===== src/rtl/meta_info_pkg.sv =====
// Shared state types and character constants for the meta-info UART streamer.
package meta_info_pkg;

   typedef enum logic [2:0] {
      IDLE     = 3'd0,
      FETCH    = 3'd1,
      CHECK    = 3'd2,
      TX_START = 3'd3,
      TX_DATA  = 3'd4,
      TX_STOP  = 3'd5,
      FINISH   = 3'd6
   } stream_state_t;

   typedef enum logic [1:0] {
      UTX_IDLE  = 2'd0,
      UTX_START = 2'd1,
      UTX_DATA  = 2'd2,
      UTX_STOP  = 2'd3
   } utx_state_t;

   localparam logic [5:0] MSG_MAX_CHR = 6'd62;
   localparam logic [7:0] CHR_NUL     = 8'h00;
   localparam logic [7:0] CHR_CR      = 8'h0D;
   localparam logic [7:0] CHR_LF      = 8'h0A;

endpackage


===== src/rtl/meta_uart_tx.sv =====
// 8N1 serializer: loads a byte on valid && ready, drives start, 8 data bits LSB first, stop.
// The *_last strobes mark the final cycle of each frame segment for the streamer's sequencing.
module meta_uart_tx
   import meta_info_pkg::*;
#(
   parameter int CLKS_PER_BIT = 4
)
(
   input  logic       clock,
   input  logic       reset,
   input  logic       valid,
   input  logic [7:0] data,
   output logic       ready,
   output logic       start_last,
   output logic       data_last,
   output logic       stop_last,
   output logic       tx
);

   localparam int            CW       = $clog2(CLKS_PER_BIT);
   localparam logic [CW-1:0] CNT_LAST = CW'(CLKS_PER_BIT - 1);
   localparam logic [CW-1:0] CNT_ZERO = CW'(0);
   localparam logic [CW-1:0] CNT_ONE  = CW'(1);

   utx_state_t    state_r;
   logic [CW-1:0] cnt_r;
   logic [2:0]    bit_r;
   logic [7:0]    shift_r;
   logic          tx_r;

   assign ready      = (state_r == UTX_IDLE);
   assign start_last = (state_r == UTX_START) && (cnt_r == CNT_LAST);
   assign data_last  = (state_r == UTX_DATA) && (cnt_r == CNT_LAST) && (bit_r == 3'd7);
   assign stop_last  = (state_r == UTX_STOP) && (cnt_r == CNT_LAST);
   assign tx         = tx_r;

   // Frame sequencer; tx_r is updated on the same edge as the segment change so the line is glitch-free.
   always_ff @(posedge clock or posedge reset) begin
      if (reset) begin
         state_r <= UTX_IDLE;
         cnt_r   <= CNT_ZERO;
         bit_r   <= 3'd0;
         shift_r <= 8'h00;
         tx_r    <= 1'b1;
      end else begin
         case (state_r)
            UTX_IDLE: begin
               if (valid) begin
                  state_r <= UTX_START;
                  shift_r <= data;
                  cnt_r   <= CNT_ZERO;
                  bit_r   <= 3'd0;
                  tx_r    <= 1'b0;
               end
            end
            UTX_START: begin
               if (cnt_r == CNT_LAST) begin
                  cnt_r   <= CNT_ZERO;
                  state_r <= UTX_DATA;
                  tx_r    <= shift_r[0];
               end else begin
                  cnt_r <= cnt_r + CNT_ONE;
               end
            end
            UTX_DATA: begin
               if (cnt_r == CNT_LAST) begin
                  cnt_r <= CNT_ZERO;
                  if (bit_r == 3'd7) begin
                     state_r <= UTX_STOP;
                     bit_r   <= 3'd0;
                     tx_r    <= 1'b1;
                  end else begin
                     bit_r   <= bit_r + 3'd1;
                     shift_r <= {1'b0, shift_r[7:1]};
                     tx_r    <= shift_r[1];
                  end
               end else begin
                  cnt_r <= cnt_r + CNT_ONE;
               end
            end
            UTX_STOP: begin
               if (cnt_r == CNT_LAST) begin
                  cnt_r   <= CNT_ZERO;
                  state_r <= UTX_IDLE;
               end else begin
                  cnt_r <= cnt_r + CNT_ONE;
               end
            end
            default: begin
               state_r <= UTX_IDLE;
               cnt_r   <= CNT_ZERO;
               bit_r   <= 3'd0;
               tx_r    <= 1'b1;
            end
         endcase
      end
   end

endmodule


===== src/rtl/meta_info_streamer.sv =====
// Streams a NUL-terminated (max 63 chars) meta-info ROM message out over an 8N1 UART.
// Optional trailing CR/LF frames are enabled by defining META_STREAM_CRLF_EN.
module meta_info_streamer
   import meta_info_pkg::*;
#(
   parameter int CLKS_PER_BIT = 4,
   parameter int ROM_LAT      = 2
)
(
   input  logic       clock,
   input  logic       reset,
   input  logic       start,
   input  logic [5:0] proj_idx,
   output logic [5:0] rom_idx,
   output logic [5:0] rom_chr,
   input  logic [7:0] rom_data,
   output logic       busy,
   output logic       done,
   output logic       uart_tx
);

   localparam logic [3:0] FETCH_LAST = 4'(ROM_LAT - 1);

   stream_state_t state_r;
   logic [3:0]    fetch_cnt_r;
   logic [7:0]    char_r;
   logic [5:0]    rom_idx_r;
   logic [5:0]    rom_chr_r;
   logic          busy_r;
   logic          done_r;
   logic          tx_valid_s;
   logic          tx_ready_s;
   logic          start_last_s;
   logic          data_last_s;
   logic          stop_last_s;
`ifdef META_STREAM_CRLF_EN
   // 0: message body, 1: CR frame in flight, 2: LF frame in flight
   logic [1:0]    trail_r;
`endif

   assign tx_valid_s = (state_r == CHECK) && (char_r != CHR_NUL);
   assign rom_idx    = rom_idx_r;
   assign rom_chr    = rom_chr_r;
   assign busy       = busy_r;
   assign done       = done_r;

   meta_uart_tx #(
      .CLKS_PER_BIT (CLKS_PER_BIT)
   ) u_uart_tx (
      .clock      (clock),
      .reset      (reset),
      .valid      (tx_valid_s),
      .data       (char_r),
      .ready      (tx_ready_s),
      .start_last (start_last_s),
      .data_last  (data_last_s),
      .stop_last  (stop_last_s),
      .tx         (uart_tx)
   );

   // Message sequencer: fetch, check for terminator, hand frames to the serializer, finish.
   always_ff @(posedge clock or posedge reset) begin
      if (reset) begin
         state_r     <= IDLE;
         fetch_cnt_r <= 4'd0;
         char_r      <= 8'h00;
         rom_idx_r   <= 6'd0;
         rom_chr_r   <= 6'd0;
         busy_r      <= 1'b0;
         done_r      <= 1'b0;
`ifdef META_STREAM_CRLF_EN
         trail_r     <= 2'd0;
`endif
      end else begin
         done_r <= 1'b0;
         case (state_r)
            IDLE: begin
               if (start) begin
                  rom_idx_r   <= proj_idx;
                  rom_chr_r   <= 6'd0;
                  busy_r      <= 1'b1;
                  fetch_cnt_r <= 4'd0;
                  state_r     <= FETCH;
`ifdef META_STREAM_CRLF_EN
                  trail_r     <= 2'd0;
`endif
               end
            end
            FETCH: begin
               if (fetch_cnt_r == FETCH_LAST) begin
                  fetch_cnt_r <= 4'd0;
                  char_r      <= rom_data;
                  state_r     <= CHECK;
               end else begin
                  fetch_cnt_r <= fetch_cnt_r + 4'd1;
               end
            end
            CHECK: begin
               if (char_r == CHR_NUL) begin
`ifdef META_STREAM_CRLF_EN
                  // Re-enter CHECK with CR so the trailer reuses the normal frame path
                  char_r  <= CHR_CR;
                  trail_r <= 2'd1;
`else
                  done_r  <= 1'b1;
                  state_r <= FINISH;
`endif
               end else if (tx_ready_s) begin
                  state_r <= TX_START;
               end
            end
            TX_START: begin
               if (start_last_s) begin
                  state_r <= TX_DATA;
               end
            end
            TX_DATA: begin
               if (data_last_s) begin
                  state_r <= TX_STOP;
               end
            end
            TX_STOP: begin
               if (stop_last_s) begin
`ifdef META_STREAM_CRLF_EN
                  if (trail_r == 2'd1) begin
                     char_r  <= CHR_LF;
                     trail_r <= 2'd2;
                     state_r <= CHECK;
                  end else if (trail_r == 2'd2) begin
                     done_r  <= 1'b1;
                     state_r <= FINISH;
                  end else if (rom_chr_r == MSG_MAX_CHR) begin
                     char_r  <= CHR_CR;
                     trail_r <= 2'd1;
                     state_r <= CHECK;
                  end else begin
                     rom_chr_r <= rom_chr_r + 6'd1;
                     state_r   <= FETCH;
                  end
`else
                  if (rom_chr_r == MSG_MAX_CHR) begin
                     done_r  <= 1'b1;
                     state_r <= FINISH;
                  end else begin
                     rom_chr_r <= rom_chr_r + 6'd1;
                     state_r   <= FETCH;
                  end
`endif
               end
            end
            FINISH: begin
               busy_r  <= 1'b0;
               state_r <= IDLE;
            end
            default: begin
               busy_r  <= 1'b0;
               state_r <= IDLE;
            end
         endcase
      end
   end

endmodule


===== config.mk =====
export PLATFORM = sky130hd
export DESIGN_NAME = meta_info_streamer
export DESIGN_NICKNAME = d
export VERILOG_FILES = /design/src/rtl/meta_info_pkg.sv /design/src/rtl/meta_uart_tx.sv /design/src/rtl/meta_info_streamer.sv
export SDC_FILE = /design/constraint.sdc
export NUM_CORES = 1
export LEC_CHECK = 0
export BUFFER_PORTS_ARGS = -buffer_cell sky130_fd_sc_hd__buf_2
export CAP_MARGIN = 10
export CORE_MARGIN = 5
export CORE_UTILIZATION = 52
export CTS_CLUSTER_DIAMETER = 50
export CTS_CLUSTER_SIZE = 16
export DETAILED_ROUTE_END_ITERATION = 8
export PLACE_DENSITY = 0.76
export SETUP_SLACK_MARGIN = 0.4
export SLEW_MARGIN = 10
export SYNTH_ARGS = -nofsm -noshare
export SYNTH_HDL_FRONTEND = slang
export SYNTH_HIERARCHICAL = 1
export SYNTH_SLANG_ARGS = --single-unit

===== constraint.sdc =====
create_clock -name clock -period 2.41 [get_ports clock]
set_clock_uncertainty 0.15 [all_clocks]
set_input_delay 0.482 -clock clock [delete_from_list [all_inputs] [get_ports clock]]
set_output_delay 0.482 -clock clock [all_outputs]
set_load 0.02 [all_outputs]

==> results of run 1 <==
==> layout by cell type (no fill, tap or decap), types with 3 or more instances in the layout <==
master,count
sky130_fd_sc_hd__nor3_1,3
sky130_fd_sc_hd__dfrtp_2,3
sky130_fd_sc_hd__dfrtp_1,41
sky130_fd_sc_hd__nand2b_1,5
sky130_fd_sc_hd__nand2_1,32
sky130_fd_sc_hd__nor2_1,7
sky130_fd_sc_hd__o22ai_1,3
sky130_fd_sc_hd__buf_4,17
sky130_fd_sc_hd__inv_1,14
sky130_fd_sc_hd__or4_4,3
sky130_fd_sc_hd__clkbuf_8,6
sky130_fd_sc_hd__mux2i_1,6
sky130_fd_sc_hd__nor3b_1,6
sky130_fd_sc_hd__mux2_4,3
sky130_fd_sc_hd__a22o_1,3
sky130_fd_sc_hd__buf_2,31
sky130_fd_sc_hd__o21ai_0,5
sky130_fd_sc_hd__ha_1,12
sky130_fd_sc_hd__mux2_2,23
sky130_fd_sc_hd__nand3_1,5
==> stage by stage <==
stage,total power (uW),hold slack (ns),std cells,utilization [%]
detailed placement,3260,0.308,332,59.9
finish,4060,0.0812,355,65.4
global placement,3200,0.303,332,59.9
global route,4350,0.117,355,65.4
floorplan,2900,0.245,239,-
CTS,3930,0.0906,348,63.9
==> area by class of cell <==
cell class | count | area (um^2)
inverter | 15 | 56.3
sequential | 45 | 1130
clock buffer | 6 | 82.6
timing repair buffer | 50 | 323
multi-input combinational | 170 | 1420
fill | 392 | 1640
clock inverter | 2 | 17.5
tap | 67 | 83.8
==> power by group through the flow <==
stage / logic (uW) / registers [uW] / clock network (uW)
final: 2240 / 1300 / 513
after floorplan: 1560 / 1340 / 0
after global routing: 2450 / 1340 / 558
after global placement: 1900 / 1300 / 0
after CTS: 2110 / 1300 / 525
after detailed placement: 1940 / 1320 / 0
==> synth_stat cells (2+ instances only) <==
cell	count	area share, %
sky130_fd_sc_hd__or4_4	2	0.88
sky130_fd_sc_hd__ha_1	15	7.3
sky130_fd_sc_hd__nand2_1	33	4.8
sky130_fd_sc_hd__o21ai_0	5	0.98
sky130_fd_sc_hd__xnor2_1	2	0.69
sky130_fd_sc_hd__nor2b_1	3	0.73
sky130_fd_sc_hd__a2111oi_2	2	1.2
sky130_fd_sc_hd__nand3_1	5	0.98
sky130_fd_sc_hd__nor3b_1	6	1.8
sky130_fd_sc_hd__a211oi_1	2	0.59
sky130_fd_sc_hd__nand3b_1	2	0.59
sky130_fd_sc_hd__o22ai_1	3	0.73
sky130_fd_sc_hd__mux2i_1	7	2.7
sky130_fd_sc_hd__mux2_1	2	0.88
sky130_fd_sc_hd__dfrtp_1	44	43
sky130_fd_sc_hd__nor2_1	8	1.2
sky130_fd_sc_hd__and2_1	2	0.49
sky130_fd_sc_hd__nand2b_1	5	1.2
sky130_fd_sc_hd__a22o_1	3	1.0
sky130_fd_sc_hd__mux2_2	23	10
sky130_fd_sc_hd__a21o_1	2	0.59
sky130_fd_sc_hd__nand4_1	2	0.49
sky130_fd_sc_hd__mux2_4	3	1.8
sky130_fd_sc_hd__buf_2	2	0.39
sky130_fd_sc_hd__inv_1	15	2.2
sky130_fd_sc_hd__and3_1	3	0.73
sky130_fd_sc_hd__or3_1	2	0.49
sky130_fd_sc_hd__o21bai_1	3	0.88
sky130_fd_sc_hd__nor3_1	4	0.78
sky130_fd_sc_hd__clkbuf_1	5	0.73
==> logic make-up after synthesis <==
kind of cell	Yosys count	share of synthesized area, %
simple gates	83	17.1
flops	45	44.1
compound gates	35	11.2
mux	35	15.5
xor+xnor	2	0.685
fa+ha+maj	15	7.34
buf+inv	24	4.06
==> flip-flops by register name, summed over array words and instances (netlist names) <==
signal and count:
state_r 3, u_uart_tx/state_r 2, u_uart_tx/cnt_r 2, char_r 8
u_uart_tx/tx 1, u_uart_tx/shift_r 8, busy 1, done 1
u_uart_tx/bit_r 3, rom_idx 6, fetch_cnt_r 4, rom_chr 6
==> worst max-delay path, delay by kind of cell, from the launching register on <==
kind / cells / cell delay [ns]
AOI/OAI and AO/OA: 1 / 0.10
muxes: 2 / 0.50
and+or+nand+nor: 3 / 0.79
DFF: 1 / 0.41
==> per-layer routing <==
layer	part of all wire [%]	GRT usage, %
met5	0	0
met4	1.8	6.93
met3	3.6	3.59
met2	48	27.6
met1	47	22.6
==> worst paths after layout <==
path                       cells after the start         from                   end
max                                            6    char_r[4]  u_uart_tx/shift_r[2]
min                                            3        reset            rom_idx[3]
max reg2reg                                    6    char_r[4]  u_uart_tx/shift_r[2]
min reg2reg                                    2   rom_idx[3]            rom_idx[3]
max in group asynchronous                      2        reset  u_uart_tx/state_r[1]
min in group clock                             3  proj_idx[2]            rom_idx[2]
==> repair_timing <==
item | CTS | global route
setup buffers | 8 | 7
pin swaps | 4 | 4
endpoints found under the setup margin | 17 | 19
resized for setup | 5 | 4
hold buffers | 0 | 0
==> metrics.txt, run 1 <==
# TYPE chip_impl_metric gauge
chip_impl_info{name="outcome",value="finished clean"} 1
chip_impl_metric{name="synth_cell_type_count",unit=""} 54
chip_impl_info{name="start_kind",value="flop"} 1
chip_impl_metric{name="largest_stage_delay_on_the_critical_path",unit="ns"} 0.57
chip_impl_metric{name="core_region_area",unit="mm^2"} 0.00475
chip_impl_metric{name="postPlaceCellArea",unit="mm^2"} 0.00285
chip_impl_metric{name="synth_edf_count",unit=""} 0
chip_impl_metric{name="wl",unit="um"} 5210
chip_impl_metric{name="path_clk_slew",unit="ns"} 0.09
chip_impl_metric{name="worst_path_maximum_fanout",unit=""} 8
chip_impl_metric{name="timing.final.crit_period",unit="ns"} 2.06
chip_impl_info{name="cts_tree",value="built"} 1
chip_impl_metric{name="yosysWarnings",unit=""} 6
chip_impl_metric{name="ys_async_sr_fraction",unit="%"} 100
chip_impl_metric{name="synth_cells",unit=""} 239
chip_impl_metric{name="dieWidth",unit="um"} 80.1
chip_impl_metric{name="final.period_utilization",unit="%"} 85.6
chip_impl_metric{name="switching_share",unit="%"} 38.7
chip_impl_metric{name="static-leakage-power",unit="uW"} 0.00147
chip_impl_metric{name="power_report.internal_total",unit="uW"} 2490
chip_impl_metric{name="power.ir.vdd_worst",unit="mV"} 0.641
chip_impl_metric{name="max_cap_violations",unit=""} 0
chip_impl_metric{name="cts.sinks",unit=""} 45
chip_impl_metric{name="final-hold-violation-count",unit=""} 0
chip_impl_metric{name="worst_ep_arrival_time",unit="ns"} 2.11
chip_impl_metric{name="route.antenna.remaining_nets",unit=""} 0
chip_impl_metric{name="gr-usage-all-layers",unit="%"} 17.2
chip_impl_metric{name="clk_path_buf_depth",unit=""} 2
chip_impl_metric{name="cts-htree-levels",unit=""} 2
chip_impl_metric{name="gp_routability_congestion",unit=""} 0.758
chip_impl_metric{name="start_util",unit="%"} 53.8
chip_impl_metric{name="clock_network_latency_to_the_later_pin_of_the_worst_skew_pair",unit="ns"} 0.31
chip_impl_metric{name="die_h",unit="um"} 80.1
chip_impl_metric{name="tightestPinTransition",unit="ns"} 0.618
chip_impl_metric{name="p_sw",unit="uW"} 1570
chip_impl_metric{name="grt_max_degree",unit=""} 30
chip_impl_metric{name="drt_pass1_iterations",unit=""} 4
chip_impl_info{name="cts_root_buffer",value="sky130_fd_sc_hd__clkbuf_8"} 1
chip_impl_info{name="hp-class",value="in -> async"} 1
chip_impl_metric{name="grt-ovfl-total",unit=""} 0
chip_impl_metric{name="comb_power_share",unit="%"} 55.3
chip_impl_metric{name="finish.instance_area",unit="mm^2"} 0.00311
chip_impl_metric{name="hpwl",unit="um"} 3660
chip_impl_metric{name="port-buffer-count",unit=""} 31
chip_impl_metric{name="synth_seq_cells",unit=""} 45
chip_impl_metric{name="post_drt_wl_per_cell",unit="um"} 14.7
chip_impl_metric{name="design.die.area",unit="mm^2"} 0.00642
chip_impl_info{name="critPathCaptureType",value="flop"} 1
chip_impl_metric{name="vias",unit=""} 1927
chip_impl_metric{name="grt_pass1_wl",unit="um"} 8650
chip_impl_metric{name="post-route-drc-count",unit=""} 0
chip_impl_metric{name="floorplan.io_pins",unit=""} 32
chip_impl_metric{name="power_frac_clock",unit="%"} 12.7
chip_impl_metric{name="maxSlewHeadroom",unit="%"} 58.8
chip_impl_metric{name="cts_buffer_count",unit=""} 5
chip_impl_metric{name="rows",unit=""} 25
chip_impl_metric{name="pre_cts_ws",unit="ns"} 0.259
chip_impl_metric{name="grt_pass1_vias",unit=""} 1878
chip_impl_metric{name="pwr-share-seq",unit="%"} 32.1
chip_impl_metric{name="antenna_found_initial",unit=""} 0
chip_impl_metric{name="netlist_area",unit="mm^2"} 0.00256
chip_impl_metric{name="final_layout_size_suffix_gt1_share",unit="%"} 38.9
chip_impl_metric{name="max_freq",unit="GHz"} 0.485
chip_impl_metric{name="diodes",unit=""} 0
chip_impl_metric{name="synth_sequential_area_ratio",unit="%"} 44.1
chip_impl_metric{name="finalSetupViolations",unit=""} 0
chip_impl_info{name="critical_path.cell_chain",value="or4_4 -> nor2_4 -> nor3_4 -> mux2i_4 -> a21oi_4 -> mux2_2"} 1
chip_impl_metric{name="drt-vias-per-instance",unit=""} 5.43
chip_impl_metric{name="timing.reg2reg.setup_slack",unit="ns"} 0.35
chip_impl_metric{name="synth_area_per_cell",unit="um^2"} 10.7
chip_impl_metric{name="area_delta_synth_final",unit="%"} 21.7
chip_impl_metric{name="final_nets",unit=""} 319
chip_impl_metric{name="power.density",unit="mW/mm^2"} 1300
chip_impl_metric{name="fin_tns_setup",unit="ns"} 0
chip_impl_metric{name="worst-endpoint-required",unit="ns"} 2.46
chip_impl_info{name="primary_ff_master_synth",value="sky130_fd_sc_hd__dfrtp_1"} 1
chip_impl_info{name="crit_slowest_cell",value="sky130_fd_sc_hd__or4_4"} 1
chip_impl_metric{name="timing.final.ws_setup",unit="ns"} 0.347
chip_impl_metric{name="drt_first_iter_violations",unit=""} 96
chip_impl_metric{name="syn-num-nets",unit=""} 271
chip_impl_metric{name="maxSlewViolCount",unit=""} 0
chip_impl_info{name="rsz0062_at_grt",value="true"} 1
chip_impl_info{name="critical_path_class",value="reg -> reg"} 1
Note: power is estimated with default switching activity, not from simulation.
==> run 2, diff against run 1 <==
--- a/config.mk
+++ b/config.mk
@@ -7,7 +7,7 @@
 export LEC_CHECK = 0
 export BUFFER_PORTS_ARGS = -buffer_cell sky130_fd_sc_hd__buf_2
 export CAP_MARGIN = 10
-export CORE_MARGIN = 5
+export CORE_MARGIN = 2
 export CORE_UTILIZATION = 52
 export CTS_CLUSTER_DIAMETER = 50
 export CTS_CLUSTER_SIZE = 16
==> run 2 against run 1 <==
Wire length up 5.5%. Non-clock buffer count up 3. Largest cell class unchanged. First-iteration DRC count up 34%. Highest routed layer unchanged. Utilization up 2.7 points. Power up 7.2%. Via count up 2.9%.
==> metrics.txt, run 2 (same netlist as run 1, synthesis figures left out) <==
# TYPE chip_impl_metric gauge
chip_impl_info{name="outcome",value="finished clean"} 1
chip_impl_metric{name="final_nets",unit=""} 322
chip_impl_metric{name="design.die.area",unit="mm^2"} 0.00550
chip_impl_metric{name="worst_path_maximum_fanout",unit=""} 4
chip_impl_info{name="crit-reg2reg-launch",value="char_r[2]"} 1
chip_impl_metric{name="cts-htree-levels",unit=""} 2
chip_impl_metric{name="port-buffer-count",unit=""} 31
chip_impl_metric{name="diodes",unit=""} 0
chip_impl_metric{name="drt-vias-per-instance",unit=""} 5.54
chip_impl_metric{name="floorplan.io_pins",unit=""} 32
chip_impl_info{name="worstSetupEndpoint",value="u_uart_tx/state_r[1]"} 1
chip_impl_metric{name="antenna_found_initial",unit=""} 0
chip_impl_metric{name="cts.sinks",unit=""} 45
chip_impl_info{name="most-common-layout-cells",value="42 x sky130_fd_sc_hd__dfrtp_1, 33 x sky130_fd_sc_hd__nand2_1, 31 x sky130_fd_sc_hd__buf_2, 23 x sky130_fd_sc_hd__mux2_2, 19 x sky130_fd_sc_hd__buf_4"} 1
chip_impl_metric{name="gr-usage-all-layers",unit="%"} 21.4
chip_impl_info{name="critPathCaptureType",value="flop"} 1
chip_impl_metric{name="post-route-drc-count",unit=""} 0
chip_impl_metric{name="rows",unit=""} 25
chip_impl_metric{name="maxSlewViolCount",unit=""} 0
chip_impl_metric{name="drt_first_iter_violations",unit=""} 129
chip_impl_metric{name="timing.final.crit_period",unit="ns"} 2.09
chip_impl_info{name="worstSetupStartpoint",value="char_r[2]"} 1
chip_impl_metric{name="start_util",unit="%"} 54.1
chip_impl_info{name="final_common_cell",value="sky130_fd_sc_hd__dfrtp_1"} 1
chip_impl_metric{name="max_freq",unit="GHz"} 0.479
chip_impl_metric{name="dieWidth",unit="um"} 74.1
chip_impl_metric{name="vias",unit=""} 1982
chip_impl_metric{name="static-leakage-power",unit="uW"} 0.00151
chip_impl_metric{name="fin_total_pwr",unit="uW"} 4350
chip_impl_metric{name="worst_reg_to_reg_cells",unit=""} 6
chip_impl_metric{name="route.antenna.remaining_nets",unit=""} 0
chip_impl_metric{name="combined_flip_flop_and_latch_cell_area",unit="mm^2"} 0.00113
chip_impl_metric{name="postLayoutCoreUtil",unit="%"} 68.2
chip_impl_metric{name="grt_pass1_vias",unit=""} 1836
chip_impl_metric{name="fin_tns_setup",unit="ns"} 0
chip_impl_metric{name="final-hold-violation-count",unit=""} 0
chip_impl_metric{name="clock_network_latency_to_the_later_pin_of_the_worst_skew_pair",unit="ns"} 0.31
chip_impl_metric{name="multiInputGateArea",unit="mm^2"} 0.00146
chip_impl_metric{name="power.density",unit="mW/mm^2"} 1350
chip_impl_metric{name="die_h",unit="um"} 74.1
chip_impl_metric{name="worst-endpoint-required",unit="ns"} 2.45
chip_impl_metric{name="clk_path_buf_depth",unit=""} 2
chip_impl_info{name="top_regs",value="char_r: 8 flops, u_uart_tx/shift_r: 8 flops"} 1
chip_impl_metric{name="cts_buffer_count",unit=""} 5
chip_impl_metric{name="grt_max_degree",unit=""} 30
chip_impl_metric{name="drt_pass1_iterations",unit=""} 4
chip_impl_metric{name="core_region_area",unit="mm^2"} 0.00472
chip_impl_metric{name="grt_pass1_wl",unit="um"} 8930
chip_impl_metric{name="timing.reg2reg.setup_slack",unit="ns"} 0.32
chip_impl_metric{name="max_cap_violations",unit=""} 0
chip_impl_info{name="start_kind",value="flop"} 1
chip_impl_metric{name="finalSetupViolations",unit=""} 0
chip_impl_metric{name="post_drt_wl_per_cell",unit="um"} 15.3
chip_impl_info{name="hp-class",value="in -> async"} 1
chip_impl_metric{name="area_delta_synth_final",unit="%"} 25.9
chip_impl_metric{name="final.period_utilization",unit="%"} 86.6
chip_impl_metric{name="final_layout_size_suffix_gt1_share",unit="%"} 39.9
chip_impl_info{name="cts_tree",value="built"} 1
chip_impl_metric{name="maxSlewHeadroom",unit="%"} 57.9
chip_impl_metric{name="gp_routability_congestion",unit=""} 0.885
chip_impl_metric{name="fillerInstances",unit=""} 348
chip_impl_metric{name="path_clk_slew",unit="ns"} 0.10
chip_impl_metric{name="grt-ovfl-total",unit=""} 0
chip_impl_info{name="critical_path_class",value="reg -> reg"} 1
chip_impl_metric{name="tightestPinTransition",unit="ns"} 0.632
chip_impl_info{name="r2r-end",value="u_uart_tx/state_r[1]"} 1
chip_impl_info{name="rsz0062_at_grt",value="true"} 1
chip_impl_metric{name="hpwl",unit="um"} 3670
chip_impl_metric{name="wl",unit="um"} 5490
chip_impl_info{name="cts_root_buffer",value="sky130_fd_sc_hd__clkbuf_8"} 1
chip_impl_metric{name="power.ir.vdd_worst",unit="mV"} 0.669
chip_impl_metric{name="worst_ep_arrival_time",unit="ns"} 2.13
==> run 2: worst min path at each step <==
stage	end	slack, ns
floorplan	u_uart_tx/bit_r[0]	0.25
global placement	rom_idx[1]	0.30
detailed placement	rom_idx[0]	0.31
CTS	rom_idx[3]	0.10
global route	char_r[2]	0.13
finish	rom_idx[3]	0.08
==> run 2: power by group <==
group	total, uW	internal, uW	switching [uW]
Clock	699	418	281
Sequential	1280	1070	212
Combinational	2360	1210	1150
==> run 2: repair_timing <==
| action | 4_1_cts | 5_1_grt |
|---|---|---|
| hold buffers | 0 | 0 |
| setup buffers | 11 | 7 |
| endpoints found under the setup margin | 18 | 22 |
| gates resized for setup | 6 | 8 |
| pin swaps | 5 | 2 |
==> run 2: area by class of cell <==
| cell class | instances | share of cell area [%] |
|---|---|---|
| clock inverter | 3 | 2.14 |
| sequential | 45 | 35.1 |
| tap | 67 | 2.60 |
| multi-input combinational | 170 | 45.4 |
| clock buffer | 5 | 2.14 |
| timing repair buffer | 53 | 10.8 |
| inverter | 15 | 1.75 |
==> run 2: stage by stage <==
stage,std cells,area [um^2],setup WS (ns),hold WS (ns)
6_report,358,3220,0.324,0.0849
5_1_grt,358,3220,0.255,0.129
4_1_cts,351,3120,0.331,0.103
3_3_place_gp,332,2850,0.302,0.304
2_1_floorplan,239,2650,0.272,0.245
3_5_place_dp,332,2850,0.251,0.309
==> run 2: metal layers <==
metal	GRT usage [%]	routed length, um	vias to the layer above
met1	30.2	2530	975
li1	-	-	949
met3	4.47	213	6
met5	0	0	-
met2	33.8	2690	52
met4	6.06	62	0
==> run 2: critical path, stage by stage, from the launching register on <==
cell and delay (ns):
sky130_fd_sc_hd__dfrtp_1 0.39, sky130_fd_sc_hd__or4_4 0.57, sky130_fd_sc_hd__nor2_4 0.14, sky130_fd_sc_hd__nor3_4 0.08, sky130_fd_sc_hd__nor2b_4 0.19, sky130_fd_sc_hd__or4_4 0.16, sky130_fd_sc_hd__mux2_4 0.29
==> run 3, diff against run 2 <==
--- a/config.mk
+++ b/config.mk
@@ -12,10 +12,9 @@
 export CTS_CLUSTER_DIAMETER = 50
 export CTS_CLUSTER_SIZE = 16
 export DETAILED_ROUTE_END_ITERATION = 8
-export PLACE_DENSITY = 0.76
+export PLACE_DENSITY = 0.84
 export SETUP_SLACK_MARGIN = 0.4
 export SLEW_MARGIN = 10
 export SYNTH_ARGS = -nofsm -noshare
 export SYNTH_HDL_FRONTEND = slang
-export SYNTH_HIERARCHICAL = 1
 export SYNTH_SLANG_ARGS = --single-unit
==> run 3 against run 2 <==
Setup slack got worse by 0.013 ns. Clock-buffer cell count unchanged. Power down 1.0%. Register-to-register slack about the same. Fmax decreased by 0.61%. Sequential power is 3% higher. Utilization fell by 1.3 points. Sequential share of layout area grew 0.18 points. Synthesized area rose by 1.9%. Highest routed layer unchanged. Critical path type unchanged. Final cell count is 4.5% higher.
==> metrics.txt, run 3 <==
# TYPE chip_impl_metric gauge
chip_impl_info{name="outcome",value="finished clean"} 1
chip_impl_metric{name="path_buf_inv",unit=""} 2
chip_impl_metric{name="synth_sequential_area_ratio",unit="%"} 43.3
chip_impl_metric{name="clk_path_buf_depth",unit=""} 2
chip_impl_metric{name="final_nets",unit=""} 336
chip_impl_metric{name="syn-num-nets",unit=""} 291
chip_impl_metric{name="area_delta_synth_final",unit="%"} 22.8
chip_impl_metric{name="design.die.area",unit="mm^2"} 0.00559
chip_impl_metric{name="diodes",unit=""} 0
chip_impl_info{name="hp-class",value="in -> async"} 1
chip_impl_metric{name="wl",unit="um"} 6400
chip_impl_metric{name="vias",unit=""} 2199
chip_impl_info{name="post-synth-top-area-cell",value="sky130_fd_sc_hd__dfrtp_1"} 1
chip_impl_info{name="most-common-layout-cells",value="43 x sky130_fd_sc_hd__dfrtp_1, 42 x sky130_fd_sc_hd__nand2_1, 31 x sky130_fd_sc_hd__buf_2, 14 x sky130_fd_sc_hd__buf_4"} 1
chip_impl_info{name="rsz0062_at_grt",value="true"} 1
chip_impl_metric{name="gr-usage-all-layers",unit="%"} 23.2
chip_impl_metric{name="cts.sinks",unit=""} 45
chip_impl_metric{name="clock_network_latency_to_the_later_pin_of_the_worst_skew_pair",unit="ns"} 0.31
chip_impl_metric{name="static-leakage-power",unit="uW"} 0.00147
chip_impl_info{name="ys_top_cells_by_count",value="44 x sky130_fd_sc_hd__dfrtp_1, 43 x sky130_fd_sc_hd__nand2_1, 14 x sky130_fd_sc_hd__mux2_2, 13 x sky130_fd_sc_hd__ha_1"} 1
chip_impl_info{name="synth.top_cells.by_area",value="sky130_fd_sc_hd__dfrtp_1 42%, sky130_fd_sc_hd__ha_1 6.2%, sky130_fd_sc_hd__nand2_1 6.2%"} 1
chip_impl_metric{name="netlist_area",unit="mm^2"} 0.00261
chip_impl_metric{name="maxSlewHeadroom",unit="%"} 71.8
chip_impl_metric{name="finish.cell_count_without_fillers",unit=""} 374
chip_impl_info{name="path_delay_family",value="simple AND/OR/NAND/NOR gates"} 1
chip_impl_metric{name="drt-vias-per-instance",unit=""} 5.88
chip_impl_info{name="cts_root_buffer",value="sky130_fd_sc_hd__clkbuf_8"} 1
chip_impl_info{name="routed.top_layer",value="met4"} 1
chip_impl_metric{name="grt_max_degree",unit=""} 46
chip_impl_metric{name="synth_edf_count",unit=""} 0
chip_impl_metric{name="wl_met3",unit="um"} 345
chip_impl_metric{name="finalSetupViolations",unit=""} 0
chip_impl_metric{name="synth_cell_type_count",unit=""} 51
chip_impl_info{name="start_kind",value="flop"} 1
chip_impl_metric{name="drt_pass1_iterations",unit=""} 4
chip_impl_metric{name="final_layout_size_suffix_gt1_share",unit="%"} 33.9
chip_impl_metric{name="port-buffer-count",unit=""} 31
chip_impl_info{name="final_common_cell",value="sky130_fd_sc_hd__dfrtp_1"} 1
chip_impl_metric{name="grt-ovfl-total",unit=""} 0
chip_impl_metric{name="start_util",unit="%"} 54.5
chip_impl_metric{name="hpwl",unit="um"} 3900
chip_impl_info{name="crit-reg2reg-launch",value="u_uart_tx.state_r[0]"} 1
chip_impl_info{name="cts_tree",value="built"} 1
chip_impl_metric{name="worst-endpoint-required",unit="ns"} 2.44
chip_impl_metric{name="cts_buffer_count",unit=""} 5
chip_impl_metric{name="final-hold-violation-count",unit=""} 0
chip_impl_metric{name="core_region_area",unit="mm^2"} 0.00479
chip_impl_info{name="critPathCaptureType",value="flop"} 1
chip_impl_metric{name="met2_length",unit="um"} 3190
chip_impl_metric{name="place_inst",unit=""} 358
chip_impl_metric{name="cts-htree-levels",unit=""} 2
chip_impl_metric{name="worst_path_maximum_fanout",unit=""} 11
chip_impl_info{name="critical_path.cell_chain",value="inv_2 -> ha_2 -> buf_6 -> or4bb_1 -> o31ai_1 -> a2bb2oi_1"} 1
chip_impl_metric{name="power.density",unit="mW/mm^2"} 1340
chip_impl_metric{name="route.antenna.remaining_nets",unit=""} 0
chip_impl_metric{name="maxSlewViolCount",unit=""} 0
chip_impl_metric{name="antenna_found_initial",unit=""} 0
chip_impl_metric{name="postCtsHoldBufs",unit=""} 0
chip_impl_metric{name="dieWidth",unit="um"} 74.8
chip_impl_metric{name="worst_ep_arrival_time",unit="ns"} 2.13
chip_impl_metric{name="met1Wirelength",unit="um"} 2660
chip_impl_metric{name="die_h",unit="um"} 74.8
chip_impl_metric{name="largest_stage_delay_on_the_critical_path",unit="ns"} 0.52
chip_impl_metric{name="gp_routability_congestion",unit=""} 0.810
chip_impl_metric{name="power.ir.vdd_worst",unit="mV"} 0.832
chip_impl_metric{name="max_freq",unit="GHz"} 0.476
chip_impl_info{name="worstSetupStartpoint",value="u_uart_tx.state_r[0]"} 1
chip_impl_info{name="top_regs",value="char_r: 8 flops, u_uart_tx.shift_r: 8 flops"} 1
chip_impl_info{name="primary_ff_master_synth",value="sky130_fd_sc_hd__dfrtp_1"} 1
chip_impl_info{name="critical_path_class",value="reg -> reg"} 1
chip_impl_metric{name="final.period_utilization",unit="%"} 87.1
chip_impl_metric{name="synth_cells",unit=""} 261
chip_impl_metric{name="yosysTopAreaCellShare",unit="%"} 42.2
chip_impl_info{name="synthMostInstantiatedCell",value="sky130_fd_sc_hd__dfrtp_1"} 1
chip_impl_metric{name="timing.final.ws_setup",unit="ns"} 0.311
chip_impl_metric{name="post_drt_wl_per_cell",unit="um"} 17.1
chip_impl_metric{name="synth_area_per_cell",unit="um^2"} 9.99
chip_impl_metric{name="grt_pass1_vias",unit=""} 2169
chip_impl_metric{name="synth_seq_cells",unit=""} 45
chip_impl_metric{name="post-route-drc-count",unit=""} 0
chip_impl_metric{name="yosysWarnings",unit=""} 0
chip_impl_metric{name="timing.final.crit_period",unit="ns"} 2.10
chip_impl_metric{name="grt_pass1_wl",unit="um"} 9860
chip_impl_metric{name="fin_tns_setup",unit="ns"} 0
chip_impl_metric{name="tightestPinTransition",unit="ns"} 0.418
chip_impl_metric{name="ys_async_sr_fraction",unit="%"} 100
chip_impl_metric{name="rows",unit=""} 25
chip_impl_info{name="crit_slowest_cell",value="sky130_fd_sc_hd__or4bb_1"} 1
chip_impl_metric{name="path_clk_slew",unit="ns"} 0.09
chip_impl_metric{name="drt_first_iter_violations",unit=""} 207
chip_impl_metric{name="floorplan.io_pins",unit=""} 32
chip_impl_metric{name="pre_cts_ws",unit="ns"} 0.239
chip_impl_metric{name="max_cap_violations",unit=""} 0
run 3: layout make-up:
cell class | count | area, um^2
Multi-Input combinational cell | 192 | 1500
Fill cell | 340 | 1590
Tap cell | 67 | 83.8
Clock inverter | 3 | 47.5
Timing Repair Buffer | 50 | 325
Clock buffer | 5 | 68.8
Inverter | 12 | 45.0
Sequential cell | 45 | 1130
run 3: timing repair:
| item | CTS | global route |
|---|---|---|
| gates cloned | 0 | 0 |
| resized for setup | 13 | 14 |
| endpoints found under the hold margin | 0 | 0 |
| pin swaps | 2 | 4 |
| setup endpoints to repair | 19 | 30 |
| buffers inserted | 5 | 3 |
run 3: stage by stage:
step	cell area [um^2]	util, %	hold slack (ns)	power, uW
after global routing	3200	66.8	0.0747	4580
after global placement	2910	60.8	0.304	3210
final	3200	66.8	0.0404	4300
after detailed placement	2910	60.8	0.307	3290
after CTS	3120	65.1	0.0570	4060
after floorplan	2640	-	0.322	2800
run 3: power breakdown:
group | leakage, uW | internal [uW] | switching [uW]
registers | 0.000562 | 1070 | 250
clock network | 0.0000591 | 316 | 279
logic | 0.000848 | 1100 | 1290
total | 0.00147 | 2480 | 1820
run 3: per-layer routing:
| layer | up-vias | track usage, % |
|---|---|---|
| met5 | - | 0 |
| met4 | 0 | 10.7 |
| met3 | 22 | 4.69 |
| met2 | 82 | 39.2 |
| met1 | 1063 | 28.6 |
| li1 | 1032 | - |
run 3: worst paths after layout:
check	cells after the start	to	slack (ns)
setup / recovery	6	u_uart_tx.shift_r[2]	0.31
hold / removal	3	state_r[1]	0.04
setup reg to reg	6	u_uart_tx.shift_r[2]	0.31
hold reg to reg	2	rom_idx[1]	0.32
max in group asynchronous	3	u_uart_tx.tx	1.80
min in group clock	3	rom_idx[5]	0.20
run 3: worst min-delay path, cell delays in order:
cell and delay (ns):
sky130_fd_sc_hd__buf_2 0.10, sky130_fd_sc_hd__clkinv_1 0.06, sky130_fd_sc_hd__buf_12 0.24
run 3: logic make-up after synthesis:
| family | Yosys count | share of synthesized area [%] |
|---|---|---|
| buffers and inverters | 24 | 4.08 |
| and+or+nand+nor | 96 | 19.0 |
| AOI/OAI and AO/OA | 62 | 18.6 |
| DFF | 45 | 43.3 |
| adders and majority gates | 13 | 6.24 |
| muxes | 21 | 8.79 |
